File: src/rtl/input_panel_pkg.sv
// Shared types and constants for the front-panel input block.
// Button FSM encoding and the default debounce tick period.
package input_panel_pkg;

  typedef enum logic [1:0] {
    WAIT_REL = 2'd0,
    IDLE     = 2'd1,
    PRESSED  = 2'd2
  } btn_state_e;

  localparam logic [15:0] DEBOUNCE_DEFAULT = 16'd60000;

endpackage

File: src/rtl/input_panel_if.sv
// Processor-side bundle of the input panel.
// The panel drives the switch values and exec; the core drives halting.
interface input_panel_if;

  logic        halting;
  logic [15:0] inpval1;
  logic [15:0] inpval2;
  logic        exec;

  modport master (
    input  halting,
    output inpval1,
    output inpval2,
    output exec
  );

  modport slave (
    output halting,
    input  inpval1,
    input  inpval2,
    input  exec
  );

endinterface

File: src/rtl/input_panel_debounce_bank.sv
// Two-flop synchronizer plus tick-sampled debouncer, one lane per bit.
// A bit's debounced value moves only when two successive tick samples agree.
module debounce_bank #(
  parameter int               WIDTH     = 1,
  parameter logic [WIDTH-1:0] RESET_VAL = '0
) (
  input  logic             use_clock,
  input  logic             n_reset,
  input  logic             tick_i,
  input  logic [WIDTH-1:0] raw_i,
  output logic [WIDTH-1:0] deb_o
);

  logic [WIDTH-1:0] sync1_q;
  logic [WIDTH-1:0] sync2_q;
  logic [WIDTH-1:0] samp_q, samp_d;
  logic [WIDTH-1:0] deb_q, deb_d;
  logic [WIDTH-1:0] agree;

  assign agree = ~(sync2_q ^ samp_q);

  always_comb begin
    samp_d = samp_q;
    deb_d  = deb_q;
    if (tick_i) begin
      samp_d = sync2_q;
      deb_d  = (agree & sync2_q) | (~agree & deb_q);
    end
  end

  always_ff @(posedge use_clock) begin
    if (!n_reset) begin
      sync1_q <= RESET_VAL;
      sync2_q <= RESET_VAL;
      samp_q  <= RESET_VAL;
      deb_q   <= RESET_VAL;
    end else begin
      sync1_q <= raw_i;
      sync2_q <= sync1_q;
      samp_q  <= samp_d;
      deb_q   <= deb_d;
    end
  end

  assign deb_o = deb_q;

endmodule

File: src/rtl/input_panel.sv
// Front-panel switches and exec button: debounced switch values to the
// core, plus a one-cycle exec pulse per fresh button press while halted.
module input_panel
  import input_panel_pkg::*;
#(
  parameter logic [15:0] DEBOUNCE_CYCLES = DEBOUNCE_DEFAULT
) (
  input  logic                 use_clock,
  input  logic                 n_reset,
  input  logic [15:0]          sw_a,
  input  logic [7:0]           sw_b,
  input  logic                 n_btn_exec,
  input_panel_if.master        cpu
);

  logic [15:0] cnt_q, cnt_d;
  logic        tick;

  assign tick  = (cnt_q == DEBOUNCE_CYCLES - 16'd1);
  assign cnt_d = tick ? 16'd0 : cnt_q + 16'd1;

  always_ff @(posedge use_clock) begin
    if (!n_reset) cnt_q <= 16'd0;
    else          cnt_q <= cnt_d;
  end

  logic [23:0] sw_deb;
  logic        btn_rel;

  debounce_bank #(
    .WIDTH     (24),
    .RESET_VAL (24'h0)
  ) u_sw (
    .use_clock (use_clock),
    .n_reset   (n_reset),
    .tick_i    (tick),
    .raw_i     ({sw_b, sw_a}),
    .deb_o     (sw_deb)
  );

  debounce_bank #(
    .WIDTH     (1),
    .RESET_VAL (1'b1)
  ) u_btn (
    .use_clock (use_clock),
    .n_reset   (n_reset),
    .tick_i    (tick),
    .raw_i     (n_btn_exec),
    .deb_o     (btn_rel)
  );

  logic [15:0] inpval1_q;
  logic [15:0] inpval2_q;

  always_ff @(posedge use_clock) begin
    if (!n_reset) begin
      inpval1_q <= 16'h0;
      inpval2_q <= 16'h0;
    end else begin
      inpval1_q <= sw_deb[15:0];
      inpval2_q <= {8'h00, sw_deb[23:16]};
    end
  end

  // The button debouncer resets to "released" without having seen the pin;
  // hold WAIT_REL until three ticks have refreshed it from the real input.
  btn_state_e  state_q;
  logic        exec_q;
  logic [1:0]  arm_q;
  logic        armed;

  assign armed = (arm_q == 2'd3);

  always_ff @(posedge use_clock) begin
    if (!n_reset) begin
      state_q <= WAIT_REL;
      exec_q  <= 1'b0;
      arm_q   <= 2'd0;
    end else begin
      exec_q <= 1'b0;
      if (tick && !armed) arm_q <= arm_q + 2'd1;
      unique case (state_q)
        WAIT_REL: if (armed && btn_rel) state_q <= IDLE;
        IDLE: begin
          if (!btn_rel) begin
            state_q <= PRESSED;
            exec_q  <= cpu.halting;
          end
        end
        PRESSED:  if (btn_rel) state_q <= IDLE;
        default:  state_q <= WAIT_REL;
      endcase
    end
  end

  assign cpu.inpval1 = inpval1_q;
  assign cpu.inpval2 = inpval2_q;
  assign cpu.exec    = exec_q;

endmodule

File: src/flat_wrapper.sv
// flat-port wrapper written by rule: the top's interface ports become plain ports
module input_panel_flat import input_panel_pkg::*;
#(
  parameter logic [15:0] DEBOUNCE_CYCLES = DEBOUNCE_DEFAULT
)
  (use_clock, n_reset, sw_a, sw_b, n_btn_exec, cpu_halting, cpu_inpval1, cpu_inpval2, cpu_exec);
  input_panel_if cpu_i ();
  input  logic use_clock;
  input  logic n_reset;
  input  logic [15:0] sw_a;
  input  logic [7:0] sw_b;
  input  logic n_btn_exec;
  input wire logic [$bits(cpu_i.halting)-1:0] cpu_halting;
  output wire logic [$bits(cpu_i.inpval1)-1:0] cpu_inpval1;
  output wire logic [$bits(cpu_i.inpval2)-1:0] cpu_inpval2;
  output wire logic [$bits(cpu_i.exec)-1:0] cpu_exec;
  assign cpu_i.halting = cpu_halting;
  assign cpu_inpval1 = cpu_i.inpval1;
  assign cpu_inpval2 = cpu_i.inpval2;
  assign cpu_exec = cpu_i.exec;
  input_panel #(.DEBOUNCE_CYCLES(DEBOUNCE_CYCLES)) u_core (.use_clock(use_clock), .n_reset(n_reset), .sw_a(sw_a), .sw_b(sw_b), .n_btn_exec(n_btn_exec), .cpu(cpu_i));
endmodule
File: config.mk
export PLATFORM = sky130hd
export DESIGN_NAME = input_panel_flat
export DESIGN_NICKNAME = d
export VERILOG_FILES = /design/src/rtl/input_panel_pkg.sv /design/src/rtl/input_panel_if.sv /design/src/rtl/input_panel_debounce_bank.sv /design/src/rtl/input_panel.sv /design/src/flat_wrapper.sv
export SDC_FILE = /design/constraint.sdc
export NUM_CORES = 1
export LEC_CHECK = 0
export BUFFER_PORTS_ARGS = -buffer_cell sky130_fd_sc_hd__buf_4
export CORE_MARGIN = 1
export CORE_UTILIZATION = 50
export DETAILED_ROUTE_END_ITERATION = 10
export PLACE_DENSITY = 0.78
export SLEW_MARGIN = 20
export SYNTH_ARGS = -nofsm -noshare
export SYNTH_HDL_FRONTEND = slang
export SYNTH_HIERARCHICAL = 1
export SYNTH_SLANG_ARGS = --single-unit
export TNS_END_PERCENT = 20
File: constraint.sdc
create_clock -name use_clock -period 2.8 [get_ports use_clock]
set_clock_uncertainty 0.15 [all_clocks]
set_input_delay 0.84 -clock use_clock [delete_from_list [all_inputs] [get_ports use_clock]]
set_output_delay 0.84 -clock use_clock [all_outputs]
set_load 0.02 [all_outputs]
==> metrics.md, run 1 <==
| Metric | Value |
|---|---|
| Status | `finished, final reports clean` |
| Avg Cell Area, Syn | `10.5 um^2` |
| Hold buffer count at CTS | `0` |
| DR iter-0 viols | `128` |
| Sequential share of power | `between 40% and 50%` |
| Drt total wl | `about 9000 um` |
| P&R area growth vs syn | `18.6%` |
| Sequential area share after synthesis | `53.8%` |
| Worst path max stage delay | `0.41 ns` |
| Starting density of the core | `52.0%` |
| Comb pwr share | `2.6%` |
| Worst Setup End Kind | `register` |
| Drt pass-1 iters | `4` |
| Maximum clock frequency | `~430 MHz` |
| RSZ-0062 raised after global routing | `no` |
| Final setup fails | `0` |
| Period utilization | `82.5%` |
| PortBufs | `52` |
| Pint | `3.65 mW` |
| Reg2reg end | `u_core/u_sw/samp_q[12]` |
| Most frequent cells in the layout | `dfxtp_1, and2_1, buf_4, nor2_1, nand2_1` |
| Slowest CP cell | `nor4_2` |
| GP Congestion | `0.798` |
| Post-synthesis cell count | `513` |
| Net Sw Frac | `20.5%` |
| Worst hold start | `u_core/u_btn/sync1_q` |
| Diodes inserted | `0` |
| Initial antenna violation count | `0` |
| Worst hold slack | `approximately 0.28 ns` |
| Clock Latency Late Sink | `0.51 ns` |
| CP required | `between 3 and 4 ns` |
| Drt drc | `0` |
| H-Tree Depth | `4` |
| Clk root buf | `clkbuf_8` |
| Post-DP HPWL | `5260 um` |
| Worst Hold Path Cells | `1` |
| I/O pin count | `between 60 and 70` |
| Hold Path End | `u_core/u_btn/sync2_q` |
| Commonest non-fill, non-tap cell in the layout | `dfxtp_1` |
| Final hold vios | `0` |
| Number of global-route vias before repair | `around 3400` |
| Nets | `588` |
| Num Clock Sinks | `145` |
| Grt ovf | `0` |
| TritonCTS clock tree | `done` |
| Lkg Pwr | `about 2.4 nW` |
| Core area | `approximately 0.010 mm^2` |
| First-pass GRT wire length | `15100 um` |
| Netlist Area Pre-Place | `0.00540 mm^2` |
| Register clock-pin slew on the reported worst setup and hold paths | `0.06 ns` |
| Worst vdd ir | `about 0.34 mV` |
| DR WL/cell | `12.5 um` |
| Via/cell ratio | `4.94` |
| Clk network pwr share | `51.3%` |
| MaxCap Viol Count | `0` |
| Sw power | `0.942 mW` |
| Reg2reg setup slack | `0.49 ns` |
| CTS Buf Count | `17` |
| Register-to-Register Path Depth | `6` |
| DRT antenna net count | `0` |
| Die width | `106 um` |
| Share of layout cells above drive strength 1 | `20.7%` |
| Die H | `106 um` |
| TNS Setup | `0 ns` |
| Minimum clock period | `2.31 ns` |
| Netlist cell types | `37` |
| Power per cell area | `717 mW/mm^2` |
| Die area | `0.0112 mm^2` |
| Critical path launch point type | `register` |
| Synth Warn # | `6` |
| Postcts setup bufs | `0` |
| Total track usage | `17.0%` |
| Worst-path fanout max | `75` |
| Row Count | `37` |
| Via count | `3496` |
| # resized after CTS | `0` |
| Reg2reg start | `u_core/cnt_q[0]` |
| Hold Path Class | `reg -> reg` |
| Register bit total from synthesis | `145` |
| CP Cell Sequence | `ha_1 -> nand3_1 -> nor4_2 -> buf_12 -> mux2i_1 -> nor2_1` |
| WS Path Type | `reg -> reg` |
| Critical Path AT | `between 2 and 3 ns` |
| Clock Path Buffers | `2` |
| Largest net degree at the start of global routing | `76` |
| Final Max Tran Viols | `0` |
## per-stage QoR
step	power, mW	setup WS (ns)	utilization, %	instance area (um^2)	instances
4_1_cts	4.64	0.491	61.7	6400	707
5_1_grt	4.76	0.317	61.7	6400	707
3_3_place_gp	2.28	0.658	55.7	5770	675
3_5_place_dp	2.28	0.575	55.7	5770	675
6_report	4.59	0.491	61.7	6400	707
2_1_floorplan	2.25	0.588	-	5420	520
## power groups by stage
stage / registers, mW / clock network [mW] / logic (mW)
floorplan: 2.16 / 0 / 0.0915
global placement: 2.16 / 0 / 0.117
detailed placement: 2.16 / 0 / 0.119
CTS: 2.12 / 2.41 / 0.120
global route: 2.12 / 2.51 / 0.131
finish: 2.12 / 2.35 / 0.118
## critical path: cells and delay by family, from the launching register on
family	cells	cell delay [ns]
and+or+nand+nor	3	0.76
DFF	1	0.40
adders and majority gates	1	0.21
muxes	1	0.27
buffers and inverters	1	0.35
## cell families (layout without fill, tap and decap cells)
group                      after synthesis  count (layout)  synth area share, %
AOI/OAI and AO/OA                       52              52                 9.88
xor gates and xnor gates                14              14                 2.27
adders and majority gates                2               2                0.464
buffers and inverters                   62             113                 6.89
DFF                                    145             145                 53.8
muxes                                   28              28                 5.19
other                                    1               8               0.0695
and+or+nand+nor                        209             209                 21.4
## worst max path at each step
| stage | startpoint | to | slack, ns | cells past startpoint |
|---|---|---|---|---|
| after floorplan | u_core/cnt_q[0] | u_core/u_sw/samp_q[10] | 0.59 | 7 |
| after global placement | u_core/cnt_q[0] | register | 0.66 | 7 |
| after detailed placement | u_core/cnt_q[0] | register | 0.57 | 7 |
| after CTS | u_core/cnt_q[0] | u_core/u_sw/samp_q[12] | 0.49 | 6 |
| after global routing | u_core/cnt_q[0] | register | 0.32 | 6 |
| final | u_core/cnt_q[0] | u_core/u_sw/samp_q[12] | 0.49 | 6 |
## synthesized netlist by cell type
master    instances  area, um^2
dfxtp_1         145        2900
and2_1           75         469
nor2_1           39         146
nand2_1          34         128
mux2i_1          28         280
a21oi_1          26         130
inv_1            25        93.8
o32ai_2          24         390
nor2b_1          22         138
buf_6            10         113
xnor2_1          10        87.6
buf_4             9        67.6
clkbuf_1          9        33.8
nand3_1           7        35.0
nand2b_1          6        37.5
buf_2             5        25.0
nand4_1           5        31.3
nor3_1            5        25.0
nor4_1            5        31.3
xor2_1            4        35.0
buf_8             2        30.0
ha_1              2        25.0
nor2b_4           2        27.5
a211oi_1          1        7.51
and3_2            1        7.51
and4_1            1        8.76
clkbuf_2          1        5.00
conb_1            1        3.75
inv_2             1        3.75
nand2_4           1        11.3
nand3b_1          1        7.51
nand4b_1          1        8.76
nor2_4            1        11.3
o21ai_1           1        5.00
or4_4             1        11.3
or4b_1            1        10.0
or4bb_1           1        11.3
## layout make-up
cell class	count	area [um^2]
clock inverter	13	195
timing repair buffer	55	450
tap	136	170
sequential	145	2900
multi-input combinational	313	2150
clock buffer	19	432
fill	821	3970
inverter	26	97.6
## layer usage
| metal | GRT usage, % | wire (um) | vias to the layer above |
|---|---|---|---|
| met5 | 0 | 0 | - |
| li1 | - | - | 1765 |
| met1 | 19.4 | 3860 | 1646 |
| met4 | 8.63 | 95 | 0 |
| met3 | 4.89 | 312 | 10 |
| met2 | 29.1 | 4600 | 75 |
No activity file was read; power rests on OpenSTA's default activity.
==> run 2, diff against run 1 <==
Settings changed: ABC_AREA set to 1.
Clock period 2.8 ns to 2.2 ns, I/O delays scaled along.
==> run 2 against run 1 <==
Net effect:
- clock power is 19% higher
- flip-flop and latch count did not move
- utilization decreased by 0.053 points
- count of clock-buffer cells in the layout grew 2
- largest cell class unchanged
==> metrics.md, run 2 <==
| Metric | Value |
|---|---|
| Status | `finished, final reports clean` |
| Post-synthesis cell count | `675` |
| Worst Setup End Kind | `register` |
| Clock Path Buffers | `2` |
| Critical path launch point type | `register` |
| Most frequent cells in the layout | `nand2_1, dfxtp_1, inv_1, buf_4, a21oi_1` |
| Number of global-route vias before repair | `between 3000 and 4000` |
| MaxCap Viol Count | `0` |
| Via count | `4152` |
| Area contributors post-synth | `dfxtp_1, nand2_1, inv_1, a21oi_1, o21ai_0` |
| Yosys top cell area share | `55.0%` |
| Slew HR | `61.3%` |
| Dominant synthesized flop cell | `dfxtp_1` |
| Sw power | `approximately 1.2 mW` |
| Die area | `around 0.011 mm^2` |
| Share of layout cells above drive strength 1 | `between 10% and 20%` |
| Netlist cell types | `32` |
| Clk root buf | `clkbuf_8` |
| Pint | `4.45 mW` |
| Power per cell area | `892 mW/mm^2` |
| Final Power | `roughly 5.7 mW` |
| Core area | `just over 0.01 mm^2` |
| Drt drc | `0` |
| DRT antenna net count | `0` |
| TritonCTS clock tree | `done` |
| Worst path max stage delay | `approximately 0.38 ns` |
| Comb pwr share | `2.8%` |
| Worst-path fanout max | `49` |
| Final setup fails | `0` |
| Most frequent cell after synthesis | `nand2_1` |
| WS Path Type | `reg -> reg` |
| Minimum clock period | `about 2 ns` |
| Die width | `105 um` |
| Netlist Area Pre-Place | `0.00527 mm^2` |
| First-pass GRT wire length | `16200 um` |
| Sequential area share after synthesis | `55.0%` |
| Register bit total from synthesis | `145` |
| Num Clock Sinks | `145` |
| Starting density of the core | `approximately half` |
| H-Tree Depth | `4` |
| Area leader, netlist | `dfxtp_1` |
| Grt ovf | `0` |
| Worst slew pin tran | `~0.58 ns` |
| Period utilization | `92.9%` |
| Final hold vios | `0` |
| Async SR Flop Fraction | `0%` |
| Clk network pwr share | `49.6%` |
| GP Congestion | `0.835` |
| CP required | `approximately 2.5 ns` |
| RSZ-0062 raised after global routing | `yes` |
| Post-synth EDFFs | `0` |
| Synth Warn # | `6` |
| Synth cell count leaders | `nand2_1, dfxtp_1, inv_1` |
| DR WL/cell | `11.2 um` |
| Drt pass-1 iters | `5` |
| Die H | `approximately 100 um` |
| Avg Cell Area, Syn | `7.81 um^2` |
| # resized after CTS | `0` |
| Via/cell ratio | `roughly 4.7` |
| Register clock-pin slew on the reported worst setup and hold paths | `0.06 ns` |
| Hold buffer count at CTS | `0` |
| Sequential share of power | `around 48%` |
| Maximum clock frequency | `489 MHz` |
| Row Count | `37` |
| Slowest CP cell | `buf_6` |
| Worst hold slack | `0.164 ns` |
| Lkg Pwr | `3.03 nW` |
| Clock Latency Late Sink | `between 0.5 and 0.6 ns` |
| Total track usage | `18.3%` |
| Post-DP HPWL | `6070 um` |
| Net Sw Frac | `a little over a fifth` |
| Initial antenna violation count | `0` |
| Critical Path AT | `approximately 2.3 ns` |
| Drt total wl | `just under 10000 um` |
| Nets | `757` |
| Worst vdd ir | `0.502 mV` |
| P&R area growth vs syn | `20.2%` |
| Largest net degree at the start of global routing | `99` |
| Diodes inserted | `0` |
| Commonest non-fill, non-tap cell in the layout | `nand2_1` |
| Hold Path Class | `in -> reg` |
| Most Frequent Cell on Critical Path | `nand2_1` |
| CP Cell Sequence | `ha_1 -> nand2_2 -> nor2_4 -> nand2_1 -> nor4_4 -> buf_6 -> nand2_1 -> nand2_1 -> a21oi_1` |
| Buffers and inverters on the worst path | `1` |
| Final Max Tran Viols | `0` |
| Postcts setup bufs | `0` |
| Top Family by Delay on Critical Path | `simple AND/OR/NAND/NOR gates` |
| DR iter-0 viols | `about 220` |
| PortBufs | `between 50 and 60` |
| I/O pin count | `just over 60` |
| CTS Buf Count | `17` |
[run 2: cell count changes in the layout (fill, tap and decap cells not counted), sizes merged, moves of 28 or more]
cell   change
nand2    +164
inv      +101
and2      -75
o21ai     +47
a21oi     +30
mux2i     -28
[run 2: power groups by stage]
stage	combinational, mW	sequential, mW	clock [mW]
after global routing	0.183	2.70	2.97
final	0.160	2.69	2.80
after global placement	0.155	2.75	0
after floorplan	0.114	2.74	0
after CTS	0.162	2.69	2.85
after detailed placement	0.161	2.75	0
[run 2: logic make-up (layout without fill, tap and decap cells)]
logic type,after synthesis,in the layout,share of synthesized area (%)
compound gates,107,107,10.7
xor+xnor,3,3,0.498
fa+ha+maj,2,2,0.474
buf+inv,163,221,13.4
flops,145,145,55.0
other cells,1,8,0.0711
simple gates,254,254,19.8
[run 2: per-layer routing]
layer,vias up,wire (um),track usage (%)
met1,1907,4310,21.0
met5,-,0,0
met3,11,484,4.80
li1,2122,-,-
met4,0,128,9.46
met2,112,4850,31.3
[run 2: tightest hold or removal path: cells and delay by family]
kind,cells,cell delay (ns)
buffers and inverters,2,0.11
and+or+nand+nor,1,0.04
[run 2: worst paths after layout]
kind	from	endpoint	slack [ns]	cells after the start
max	u_core/cnt_q[0]	register	0.16	9
min	n_btn_exec	u_core/u_btn/sync1_q	0.16	3
max reg2reg	u_core/cnt_q[0]	register	0.16	9
min reg2reg	u_core/u_btn/sync1_q	u_core/u_btn/sync2_q	0.25	2
[run 2: per-stage QoR]
stage	instance area, um^2	TNS (ns)	utilization, %	instances	setup WS (ns)
6_report	6340	0	61.7	876	0.155
5_1_grt	6340	-0.00425	61.7	876	-0.00239
4_1_cts	6310	0	61.4	875	0.0781
3_5_place_dp	5730	0	55.7	843	0.140
3_3_place_gp	5730	0	55.7	843	0.230
2_1_floorplan	5300	0	-	682	0.0136
[run 2: cell type report]
type                    instances  area (um^2)
fillers                       861         3940
inverters                     131          492
clock inverters                11          126
well taps                     136          170
flip-flops and latches        145         2900
repair buffers                 58          482
clock buffers                  21          459
multi-input cells             374         1710
